==> config.mk <==
export PLATFORM = sky130hd
export DESIGN_NAME = tile_row_scheduler
export DESIGN_NICKNAME = d
export VERILOG_FILES = /design/src/rtl/tile_row_scheduler.sv
export SDC_FILE = /design/constraint.sdc
export NUM_CORES = 1
export LEC_CHECK = 0
export CORE_MARGIN = 5
export CORE_UTILIZATION = 60
export CTS_BUF_LIST = sky130_fd_sc_hd__clkbuf_16
export DETAILED_ROUTE_END_ITERATION = 8
export GPL_ROUTABILITY_DRIVEN = 1
export PLACE_DENSITY = 0.79
export SLEW_MARGIN = 10
export SYNTH_ARGS = -nofsm -noshare
export SYNTH_HDL_FRONTEND = slang
export SYNTH_SLANG_ARGS = --single-unit
export TNS_END_PERCENT = 5
==> constraint.sdc <==
create_clock -name clk -period 4.1 [get_ports clk]
set_input_delay 0.41 -clock clk [delete_from_list [all_inputs] [get_ports clk]]
set_output_delay 0.41 -clock clk [all_outputs]
set_load 0.02 [all_outputs]
==> src/rtl/tile_row_scheduler.sv <==
// Schedules mandelbrot_engine tile requests one macroblock row ahead of display
// and keeps the results in a ping-pong pair of row buffers for the pixel path.
module tile_row_scheduler #(
  parameter int MAX_TILES_X = 20,
  parameter int ITER_W      = 6,
  parameter int H_ACTIVE    = 640,
  parameter int V_ACTIVE    = 480
) (
  input  logic              clk,
  input  logic              rst_n,
  input  logic              enable,
  input  logic              vblank_start,
  input  logic              row_advance,
  input  logic [3:0]        h_shift,
  input  logic [3:0]        v_shift,
  output logic              eng_start,
  output logic [9:0]        eng_px,
  output logic [9:0]        eng_py,
  input  logic              eng_busy,
  input  logic              eng_done,
  input  logic [ITER_W-1:0] eng_iter,
  input  logic [4:0]        rd_x,
  output logic [ITER_W-1:0] rd_iter,
  output logic              row_ready,
  output logic              underrun
);

  typedef enum logic [1:0] {IDLE, ISSUE, WAIT, FULL} state_t;

  state_t            state;
  logic [3:0]        h_sh;
  logic [3:0]        v_sh;
  logic [4:0]        tx;
  logic [4:0]        tag;
  logic [9:0]        ry;
  logic              front_sel;
  logic              discard;
  logic [ITER_W-1:0] buf0 [MAX_TILES_X];
  logic [ITER_W-1:0] buf1 [MAX_TILES_X];

  int                tiles_int;
  int                rows_int;
  logic [4:0]        tiles_per_row;
  logic [4:0]        last_tx;
  logic              done_ok;
  logic              last_done;
  logic              ready_eff;
  logic              ry_last;
  logic              in_flight;

  // Tile count is clamped to the buffer depth so the tag can never index past it.
  always_comb begin
    tiles_int = H_ACTIVE >> h_sh;
    if (tiles_int > MAX_TILES_X) tiles_int = MAX_TILES_X;
    if (tiles_int < 1) tiles_int = 1;
    rows_int      = (V_ACTIVE + (1 << v_sh) - 1) >> v_sh;
    tiles_per_row = 5'(tiles_int);
    last_tx       = 5'(tiles_int - 1);
    done_ok       = eng_done && !discard && (state == WAIT);
    last_done     = done_ok && (tag == last_tx);
    ready_eff     = row_ready || last_done;
    ry_last       = (int'(ry) + 1) >= rows_int;
    in_flight     = (state == WAIT) && !eng_done;
  end

  always_ff @(posedge clk or negedge rst_n) begin
    if (!rst_n) begin
      state     <= IDLE;
      h_sh      <= 4'd5;
      v_sh      <= 4'd3;
      tx        <= '0;
      tag       <= '0;
      ry        <= '0;
      front_sel <= 1'b0;
      discard   <= 1'b0;
      eng_start <= 1'b0;
      eng_px    <= '0;
      eng_py    <= '0;
      rd_iter   <= '0;
      row_ready <= 1'b0;
      underrun  <= 1'b0;
      for (int i = 0; i < MAX_TILES_X; i++) begin
        buf0[i] <= '0;
        buf1[i] <= '0;
      end
    end else begin
      eng_start <= 1'b0;

      // The write lands in the back buffer before any swap decided this cycle.
      if (done_ok) begin
        if (front_sel) buf0[tag] <= eng_iter;
        else           buf1[tag] <= eng_iter;
      end
      if (eng_done && discard) discard <= 1'b0;

      if (rd_x < tiles_per_row) rd_iter <= front_sel ? buf1[rd_x] : buf0[rd_x];
      else                      rd_iter <= '0;

      if (vblank_start) begin
        h_sh      <= h_shift;
        v_sh      <= v_shift;
        ry        <= '0;
        tx        <= '0;
        underrun  <= 1'b0;
        row_ready <= 1'b0;
        state     <= ISSUE;
        if (in_flight) discard <= 1'b1;
      end else if (row_advance && state != IDLE) begin
        front_sel <= ~front_sel;
        if (!ready_eff) underrun <= 1'b1;
        row_ready <= 1'b0;
        tx        <= '0;
        if (in_flight) discard <= 1'b1;
        if (!ry_last) begin
          ry    <= ry + 10'd1;
          state <= ISSUE;
        end else begin
          state <= IDLE;
        end
      end else begin
        case (state)
          ISSUE: begin
            if (enable && !eng_busy && !discard) begin
              eng_start <= 1'b1;
              eng_px    <= {5'd0, tx} << h_sh;
              eng_py    <= ry << v_sh;
              tag       <= tx;
              state     <= WAIT;
            end
          end
          WAIT: begin
            if (done_ok) begin
              if (last_done) begin
                row_ready <= 1'b1;
                state     <= FULL;
              end else begin
                tx    <= tx + 5'd1;
                state <= ISSUE;
              end
            end
          end
          default: ;
        endcase
      end
    end
  end

endmodule
==> impl_metrics.tcl, run 1 <==
set metrics [dict create \
    synth-edff-count 0 \
    status "finished, final reports clean" \
    seqCellArea_sq_um 7540 \
    dieWidth_um 167 \
    final_common_cell "dfrtp_1" \
    cts_tree "yes" \
    max_cap_viol_count 0 \
    synthFlopType "dfrtp_1" \
    cp_slowest_cell "or4b_2" \
    async_flop_share_pct 100 \
    drt-pass1-iter-count 5 \
    groute.usage.overall_pct 24.4 \
    vias 9721 \
    io-pin-count 55 \
    antenna_found_initial 0 \
    clkPwrFrac_pct 39.4 \
    gp_congestion 0.890 \
    grt_pass1_wl_um 55400 \
    seq_area_frac_synth_pct 50.8 \
    seqPwrFrac_pct 48.4 \
    synthCells 1172 \
    diodes 0 \
    multi_input_area_sq_um 6940 \
    tightest_slew_ns 0.940 \
    maxSlewHeadroom_pct 37.2 \
    drive_above_1_share_pct 30.0 \
    finalCriticalPeriod_ns 3.52 \
    wl_per_cell_um 21.7 \
    hpwl_um 22300 \
    nets 1252 \
    cp-end-kind "flop" \
    max-clock-path-buffers 3 \
    switching_share_pct 25.9 \
    clock_latency_ns 0.56 \
    power_uw 6420 \
    ys_types 63 \
    tns_ns 0 \
    grt_max_degree 90 \
    syn_to_final_growth_pct 11.7 \
    core_area_sq_um 24300 \
    startpoint_type "flop" \
    finalSetupViolCount 0 \
    cellPowerDensity_nw_per_um2 388 \
    fin_crit_sh_pct 85.8 \
    combinationalPowerShare_pct 12.1 \
    routed_wl_um 33700 \
    port_buffers 54 \
    crit_arrival_ns 4.00 \
    ir_drop_mv 0.277 \
    cellLeakagePower_uw 0.00793 \
    yosysWarnings 0 \
    htree_levels 1 \
    rows 57 \
    slowest_delay_ns 0.58 \
    synth_area_sq_um 14800 \
    initial_utilization_pct 61.0 \
    clkSlewWorstSetupHoldPaths_ns 0.06 \
    viasPerCell 6.26 \
    cts_root_buffer "clkbuf_16" \
    grt_pass1_vias 9909 \
    internal_power_uw 4760 \
    cts.sinks 301 \
    worstPathRequired_ns 4.58 \
    drc_errors 0 \
    hold_viol 0 \
    synth-seq-cells 301 \
    rsz0062_at_grt "false" \
    crit_type "reg2reg" \
    cts_buffers 31 \
    layout_common_cells "297 x dfrtp_1, 249 x mux2_2, 103 x nand2_1" \
    postRouteAntennaNets 0 \
    max_freq_ghz 0.284 \
    drt_iter0_markers 819 \
    hold_class "in2reg" \
    grt_remaining_overflow 0 \
    finalClockSkew_ns 0.0136 \
    fill_cells 1748 \
    die_height_um 167 \
    crit_chain "nor2_1 > nand3_1 > ha_1 > or4b_2 > nand3_1 > ha_1 > a21oi_1 > o21ai_0 > a21o_1 > or3_1 > a21oi_1" \
    crit_fanout 17 \
    die_area_sq_um 28000 \
    p_switching_uw 1660 \
    slew_viol_final 0 \
    syn_area_per_cell_sq_um 12.7 \
]
==> layout make-up <==
cell class,count,share of cell area (%)
sequential,301,45.5
multi-input combinational,784,41.9
clock buffer,31,4.68
timing repair buffer,73,4.42
tap,324,2.45
clock inverter,25,0.747
inverter,16,0.362
==> power groups by stage <==
| stage | logic (uW) | clock network, uW | registers, uW |
|---|---|---|---|
| finish | 780 | 2530 | 3110 |
| detailed placement | 774 | 0 | 3160 |
| global placement | 761 | 0 | 3160 |
| global route | 848 | 2710 | 3120 |
| floorplan | 443 | 0 | 3180 |
| CTS | 778 | 2570 | 3110 |
==> cell usage after synthesis (11+ instances only) <==
library cell | instances | area, sq um
a21oi_1 | 34 | 170
buf_2 | 14 | 70.1
nor2b_1 | 13 | 81.3
nand3_1 | 25 | 125
nand2_1 | 103 | 387
or3_1 | 11 | 68.8
mux2i_1 | 57 | 571
o21ai_0 | 46 | 230
nor2_1 | 53 | 199
mux2_2 | 249 | 2800
mux4_2 | 46 | 1040
dfrtp_1 | 297 | 7430
clkbuf_1 | 51 | 191
ha_1 | 19 | 238
inv_1 | 15 | 56.3
==> path summary, 6_finish.rpt <==
path                       depth (start not counted)        end  slack, ns       start
min in group asynchronous                          2   buf1[41]       0.44       rst_n
min                                                3    h_sh[1]       0.42  h_shift[1]
max reg2reg                                       11      ry[4]       0.58     v_sh[3]
max in group asynchronous                          3   buf1[22]       2.64       rst_n
max                                               11      ry[4]       0.58     v_sh[3]
min reg2reg                                        2  eng_px[3]       0.48   eng_px[3]
==> through the flow <==
stage | cells | instance area (sq um) | setup WS [ns] | hold WS (ns) | utilization [%]
2_1_floorplan | 1173 | 14800 | 0.741 | 0.114 | -
3_3_place_gp | 1497 | 15700 | 0.784 | 0.454 | 64.4
3_5_place_dp | 1497 | 15700 | 0.632 | 0.461 | 64.4
4_1_cts | 1554 | 16600 | 0.599 | 0.402 | 68.1
5_1_grt | 1554 | 16600 | 0.342 | 0.431 | 68.1
6_report | 1554 | 16600 | 0.582 | 0.423 | 68.1
==> what timing repair did <==
item	CTS	global route
resized for setup	0	0
buffers inserted	0	0
hold endpoints to repair	79	0
hold buffers	1	0
==> sequential cells by signal, indices dropped and copies added, names as in the netlist, 5 cells and up <==
| signal | count |
|---|---|
| rd_iter | 6 |
| buf0 | 120 |
| buf1 | 120 |
| eng_px | 10 |
| tag | 5 |
| tx | 5 |
| eng_py | 10 |
| ry | 10 |
==> worst max-delay path: cells and delay by family, from the launching register on <==
family                     cells  cell delay [ns]
and+or+nand+nor                5             1.61
AOI/OAI and AO/OA              4             0.74
adders and majority gates      2             0.54
DFF                            1             0.53
==> logic make-up after synthesis <==
kind of cell               after synthesis  synth area share [%]
buffers and inverters                   88                  2.45
and+or+nand+nor                        246                  8.00
xor gates and xnor gates                15                 0.886
AOI/OAI and AO/OA                      149                  6.43
other                                    1                0.0253
DFF                                    301                  50.8
muxes                                  353                  29.8
adders and majority gates               19                  1.60
==> per-layer routing <==
layer	global-route usage (%)	routed length, um	vias to the layer above
met5	0	0	-
met4	6.25	855	0
met3	3.09	1780	63
met2	38.9	16000	292
met1	36.1	15100	5038
li1	-	-	4328
(Power assumes the default switching activity.)
==> run 2: changes to the inputs <==
SKIP_LAST_GASP = 1   (was not set)
clock period = 3.58 ns   (was 4.1 ns; I/O delays follow)
==> run 2 against run 1 <==
  * Clock-buffer cell count grew 6
  * Non-clock buffer count grew 11
  * Largest cell class unchanged
  * Clock skew shrank 0.0068 ns
  * First-iteration DRC count shrank 9.2%
  * Highest routed layer unchanged
==> impl_metrics.tcl, run 2 (synthesis gave the netlist of run 1 again) <==
set metrics [dict create \
    htree_levels 2 \
    initial_utilization_pct 61.0 \
    crit_fanout 20 \
    largestRegisters "buf0: 120 flops, buf1: 120 flops" \
    fill_cells 1694 \
    syn_to_final_growth_pct 13.3 \
    clkPwrFrac_pct 42.2 \
    dpl_cell_area_sq_um 15700 \
    slew_viol_final 0 \
    hold_viol 0 \
    vias 9741 \
    die_area_sq_um 28000 \
    finalSetupViolCount 0 \
    finalCriticalPeriod_ns 3.36 \
    layout_common_cells "297 x dfrtp_1, 249 x mux2_2, 103 x nand2_1" \
    drive_above_1_share_pct 31.5 \
    ir_drop_mv 0.369 \
    wl_met2_um 16700 \
    grt_max_degree 101 \
    cts_buffers 34 \
    wl_met3_um 1650 \
    cp-end-kind "flop" \
    max-clock-path-buffers 3 \
    worstPathRequired_ns 4.00 \
    cp_slowest_cell "or4b_2" \
    max_cap_viol_count 0 \
    drt-pass1-iter-count 5 \
    grt_pass1_wl_um 56300 \
    antenna_found_initial 0 \
    startpoint_type "flop" \
    fin_crit_sh_pct 93.8 \
    cts_root_buffer "clkbuf_16" \
    finalClockSkew_ns 0.00678 \
    crit_arrival_ns 3.77 \
    dieWidth_um 167 \
    drt_iter0_markers 744 \
    clock_latency_ns 0.50 \
    dp.cells 1508 \
    crit_chain "nor2_2 > nand2_1 > ha_1 > or4b_2 > nand3_1 > ha_1 > a21oi_1 > o21ai_0 > a21o_1 > or3_1 > a21oi_1" \
    grt_remaining_overflow 0 \
    hold_class "in2reg" \
    switching_share_pct 25.5 \
    max_freq_ghz 0.298 \
    grt_pass1_vias 10100 \
    fin_cells 1567 \
    core_area_sq_um 24300 \
    combinationalPowerShare_pct 11.5 \
    internal_power_uw 5770 \
    port_buffers 54 \
    timing.final.ws_setup_ns 0.222 \
    power_uw 7740 \
    seqPwrFrac_pct 46.3 \
    status "finished, final reports clean" \
    tightest_slew_ns 1.11 \
    rows 57 \
    slowest_delay_ns 0.58 \
    die_height_um 167 \
    groute.usage.overall_pct 24.9 \
    seqCellArea_sq_um 7540 \
    hpwl_um 22600 \
    cts_setup_buffers 0 \
    dpl_worst_slack_ns 0.241 \
    wl_met1_um 15200 \
    utilization_pct 69.1 \
    diodes 0 \
    p_switching_uw 1980 \
    postRouteAntennaNets 0 \
    cellPowerDensity_nw_per_um2 461 \
    final_area_sq_um 16800 \
    multi_input_area_sq_um 6940 \
    drc_errors 0 \
    cts_tree "yes" \
    wl_per_cell_um 21.9 \
    viasPerCell 6.22 \
    final_common_cell "dfrtp_1" \
    io-pin-count 55 \
    clkSlewWorstSetupHoldPaths_ns 0.06 \
    routed.top_layer "met4" \
    cts.sinks 301 \
    cellLeakagePower_uw 0.00803 \
    gp_congestion 0.873 \
    crit_type "reg2reg" \
    nets 1266 \
    routed_wl_um 34300 \
    maxSlewHeadroom_pct 26.0 \
]
[run 2: metal layers]
metal,up-vias,global-route usage (%)
li1,4363,-
met1,5067,35.9
met2,251,40.0
met3,60,4.24
met4,0,6.18
met5,-,0
[run 2: final cells by class]
class	instances	share of cell area (%)
inverters	16	0.357
clock inverters	21	0.700
repair buffers	84	4.85
well taps	324	2.41
clock buffers	37	5.51
flip-flops and latches	301	44.9
multi-input cells	784	41.3
[run 2: through the flow]
stage	hold slack (ns)	TNS (ns)
2_1_floorplan	0.0624	0
3_3_place_gp	0.452	0
3_5_place_dp	0.461	0
4_1_cts	0.388	0
5_1_grt	0.419	-0.00650
6_report	0.399	0
[run 2: critical path: cells and delay by family, from the launching register on]
| kind | cells | cell delay [ns] |
|---|---|---|
| fa+ha+maj | 2 | 0.54 |
| flops | 1 | 0.54 |
| compound gates | 4 | 0.77 |
| simple gates | 5 | 1.41 |
[run 2: path summary, 6_finish.rpt]
path	depth (start not counted)	end	start	slack, ns
setup reg to reg	11	ry[5]	v_sh[0]	0.22
setup / recovery	11	ry[5]	v_sh[0]	0.22
min in group asynchronous	2	buf1[41]	rst_n	0.51
max in group asynchronous	3	buf0[15]	rst_n	2.15
hold / removal	3	h_sh[2]	h_shift[2]	0.40
hold reg to reg	2	eng_py[1]	eng_py[1]	0.47
[run 2: timing repair]
item,4_1_cts,5_1_grt
endpoints found under the setup margin,0,7
hold buffers,1,0
endpoints found under the hold margin,92,0
resized for setup,0,4
[run 2: power groups by stage]
stage | Sequential [uW] | Clock [uW] | Combinational, uW
after global routing | 3590 | 3470 | 961
final | 3590 | 3270 | 889
after floorplan | 3640 | 0 | 508
after global placement | 3640 | 0 | 861
after CTS | 3580 | 3320 | 886
after detailed placement | 3640 | 0 | 880
==> run 3: changes to the inputs <==
CORE_MARGIN = not set   (was 5)
==> run 3 against run 2 <==
  * Flip-flop and latch count unchanged
  * Fmax rose by 0.84%
  * Highest routed layer unchanged
  * Die area is 9.3% lower
  * Setup slack improved by 0.028 ns
  * Non-clock buffer count shrank 1
  * Clock power decreased by 6.7%
  * Total power down 3.1%
  * Sequential share of layout area grew 0.26 points
  * Sequential power about the same
  * Combinational power decreased by 2.7%
  * Routed wire length shrank 2.9%
  * Largest power group unchanged
  * Cell area is 0.68% lower
==> impl_metrics.tcl, run 3 (synthesis gave the netlist of run 1 again) <==
set metrics [dict create \
    vias 9701 \
    grt_remaining_overflow 0 \
    ir_drop_mv 0.309 \
    seqCellArea_sq_um 7540 \
    drt_iter0_markers 715 \
    cp_slowest_cell "dfstp_2" \
    worstPathRequired_ns 4.06 \
    io-pin-count 55 \
    status "finished, final reports clean" \
    dpl_worst_slack_ns 0.257 \
    finalClockSkew_ns 0.00928 \
    cellPowerDensity_nw_per_um2 449 \
    startpoint_type "flop" \
    die_area_sq_um 25400 \
    cp-end-kind "flop" \
    cts_setup_buffers 0 \
    drc_errors 0 \
    rsz0062_at_grt "false" \
    nets 1261 \
    max_freq_ghz 0.300 \
    port_buffers 54 \
    cts_root_buffer "clkbuf_16" \
    clkSlewWorstSetupHoldPaths_ns 0.06 \
    final_common_cell "dfrtp_1" \
    clock_latency_ns 0.55 \
    finalSetupViolCount 0 \
    max_cap_viol_count 0 \
    hold_class "in2async" \
    crit_arrival_ns 3.81 \
    hold_viol 0 \
    cellLeakagePower_uw 0.00797 \
    core_area_sq_um 24200 \
    utilization_pct 68.9 \
    fin_crit_sh_pct 93.0 \
    die_height_um 159 \
    drt-pass1-iter-count 5 \
    maxSlewHeadroom_pct 47.1 \
    htree_levels 1 \
    slowest_delay_ns 0.75 \
    timing.final.ws_setup_ns 0.250 \
    tns_ns 0 \
    drive_above_1_share_pct 31.0 \
    cts_tree "yes" \
    power_uw 7500 \
    grt_max_degree 81 \
    fill_cells 1751 \
    cts_buffers 30 \
    cts.sinks 301 \
    rows 57 \
    gp_congestion 0.876 \
    multi_input_area_sq_um 6940 \
    grt_pass1_wl_um 54700 \
    initial_utilization_pct 61.2 \
    routed_wl_um 33300 \
    postRouteAntennaNets 0 \
    crit_chain "nand3_1 > ha_1 > or4b_2 > nand3_1 > ha_1 > a21oi_1 > o21ai_0 > a21o_1 > or3_1 > a21oi_1" \
    antenna_found_initial 0 \
    crit_fanout 20 \
    viasPerCell 6.21 \
    slew_viol_final 0 \
    layout_common_cells "297 x dfrtp_1, 249 x mux2_2, 103 x nand2_1" \
    diodes 0 \
    hpwl_um 21800 \
    tightest_slew_ns 0.792 \
    max-clock-path-buffers 3 \
    grt_pass1_vias 9943 \
    groute.usage.overall_pct 27.1 \
    wl_per_cell_um 21.3 \
    syn_to_final_growth_pct 12.6 \
    rr_worst_depth 10 \
    crit_type "reg2reg" \
    dieWidth_um 159 \
    finalCriticalPeriod_ns 3.33 \
    largestRegisters "buf0: 120 flops, buf1: 120 flops" \
]
[run 3: cell types whose count changed in the layout (fill, tap and decap cells not counted), moves of 2 or more]
cell / change
dfstp_4: -2
clkinv_1: +2
bufinv_16: +2
dfstp_2: +2
clkbuf_16: -6
[run 3: per-layer routing]
metal	routed length, um	track usage, %
met1	14700	39.0
met2	16300	45.0
met3	1750	3.36
met4	562	5.55
met5	0	0
[run 3: cell type report]
type	count	share of cell area (%)
clock buffer	31	4.65
clock inverter	23	1.03
inverter	16	0.360
multi-input combinational	784	41.6
sequential	301	45.1
tap	324	2.43
timing repair buffer	83	4.84
[run 3: worst max-delay path, delay by kind of cell (launching register included)]
kind                       cells  cell delay, ns
and+or+nand+nor                4            1.18
AOI/OAI and AO/OA              4            0.77
adders and majority gates      2            0.55
DFF                            1            0.75
[run 3: power by group]
| part | total, uW | switching, uW | leakage, uW | internal [uW] |
|---|---|---|---|---|
| Combinational | 865 | 509 | 0.00331 | 355 |
| Sequential | 3590 | 100 | 0.00416 | 3490 |
| Clock | 3050 | 1290 | 0.000494 | 1760 |
[run 3: what timing repair did]
| action | 4_1_cts | 5_1_grt |
|---|---|---|
| setup endpoints to repair | 0 | 7 |
| hold buffers | 1 | 0 |
| endpoints found under the hold margin | 54 | 0 |
| resized for setup | 0 | 1 |
[run 3: stage by stage]
step	instance area [sq um]	hold slack [ns]	instances
after floorplan	14800	0.0624	1173
after global placement	15700	0.323	1507
after detailed placement	15700	0.321	1507
after CTS	16700	0.340	1562
after global routing	16700	0.360	1562
final	16700	0.336	1562
[run 3: path summary, 6_finish.rpt]
path / start / end / slack (ns)
max: v_sh[0] / ry[5] / 0.25
min: rst_n / buf1[63] / 0.34
max reg2reg: v_sh[0] / ry[5] / 0.25
min reg2reg: eng_py[2] / eng_py[2] / 0.47
max in group asynchronous: rst_n / h_sh[3] / 2.26
min in group clk: v_shift[0] / v_sh[0] / 0.34
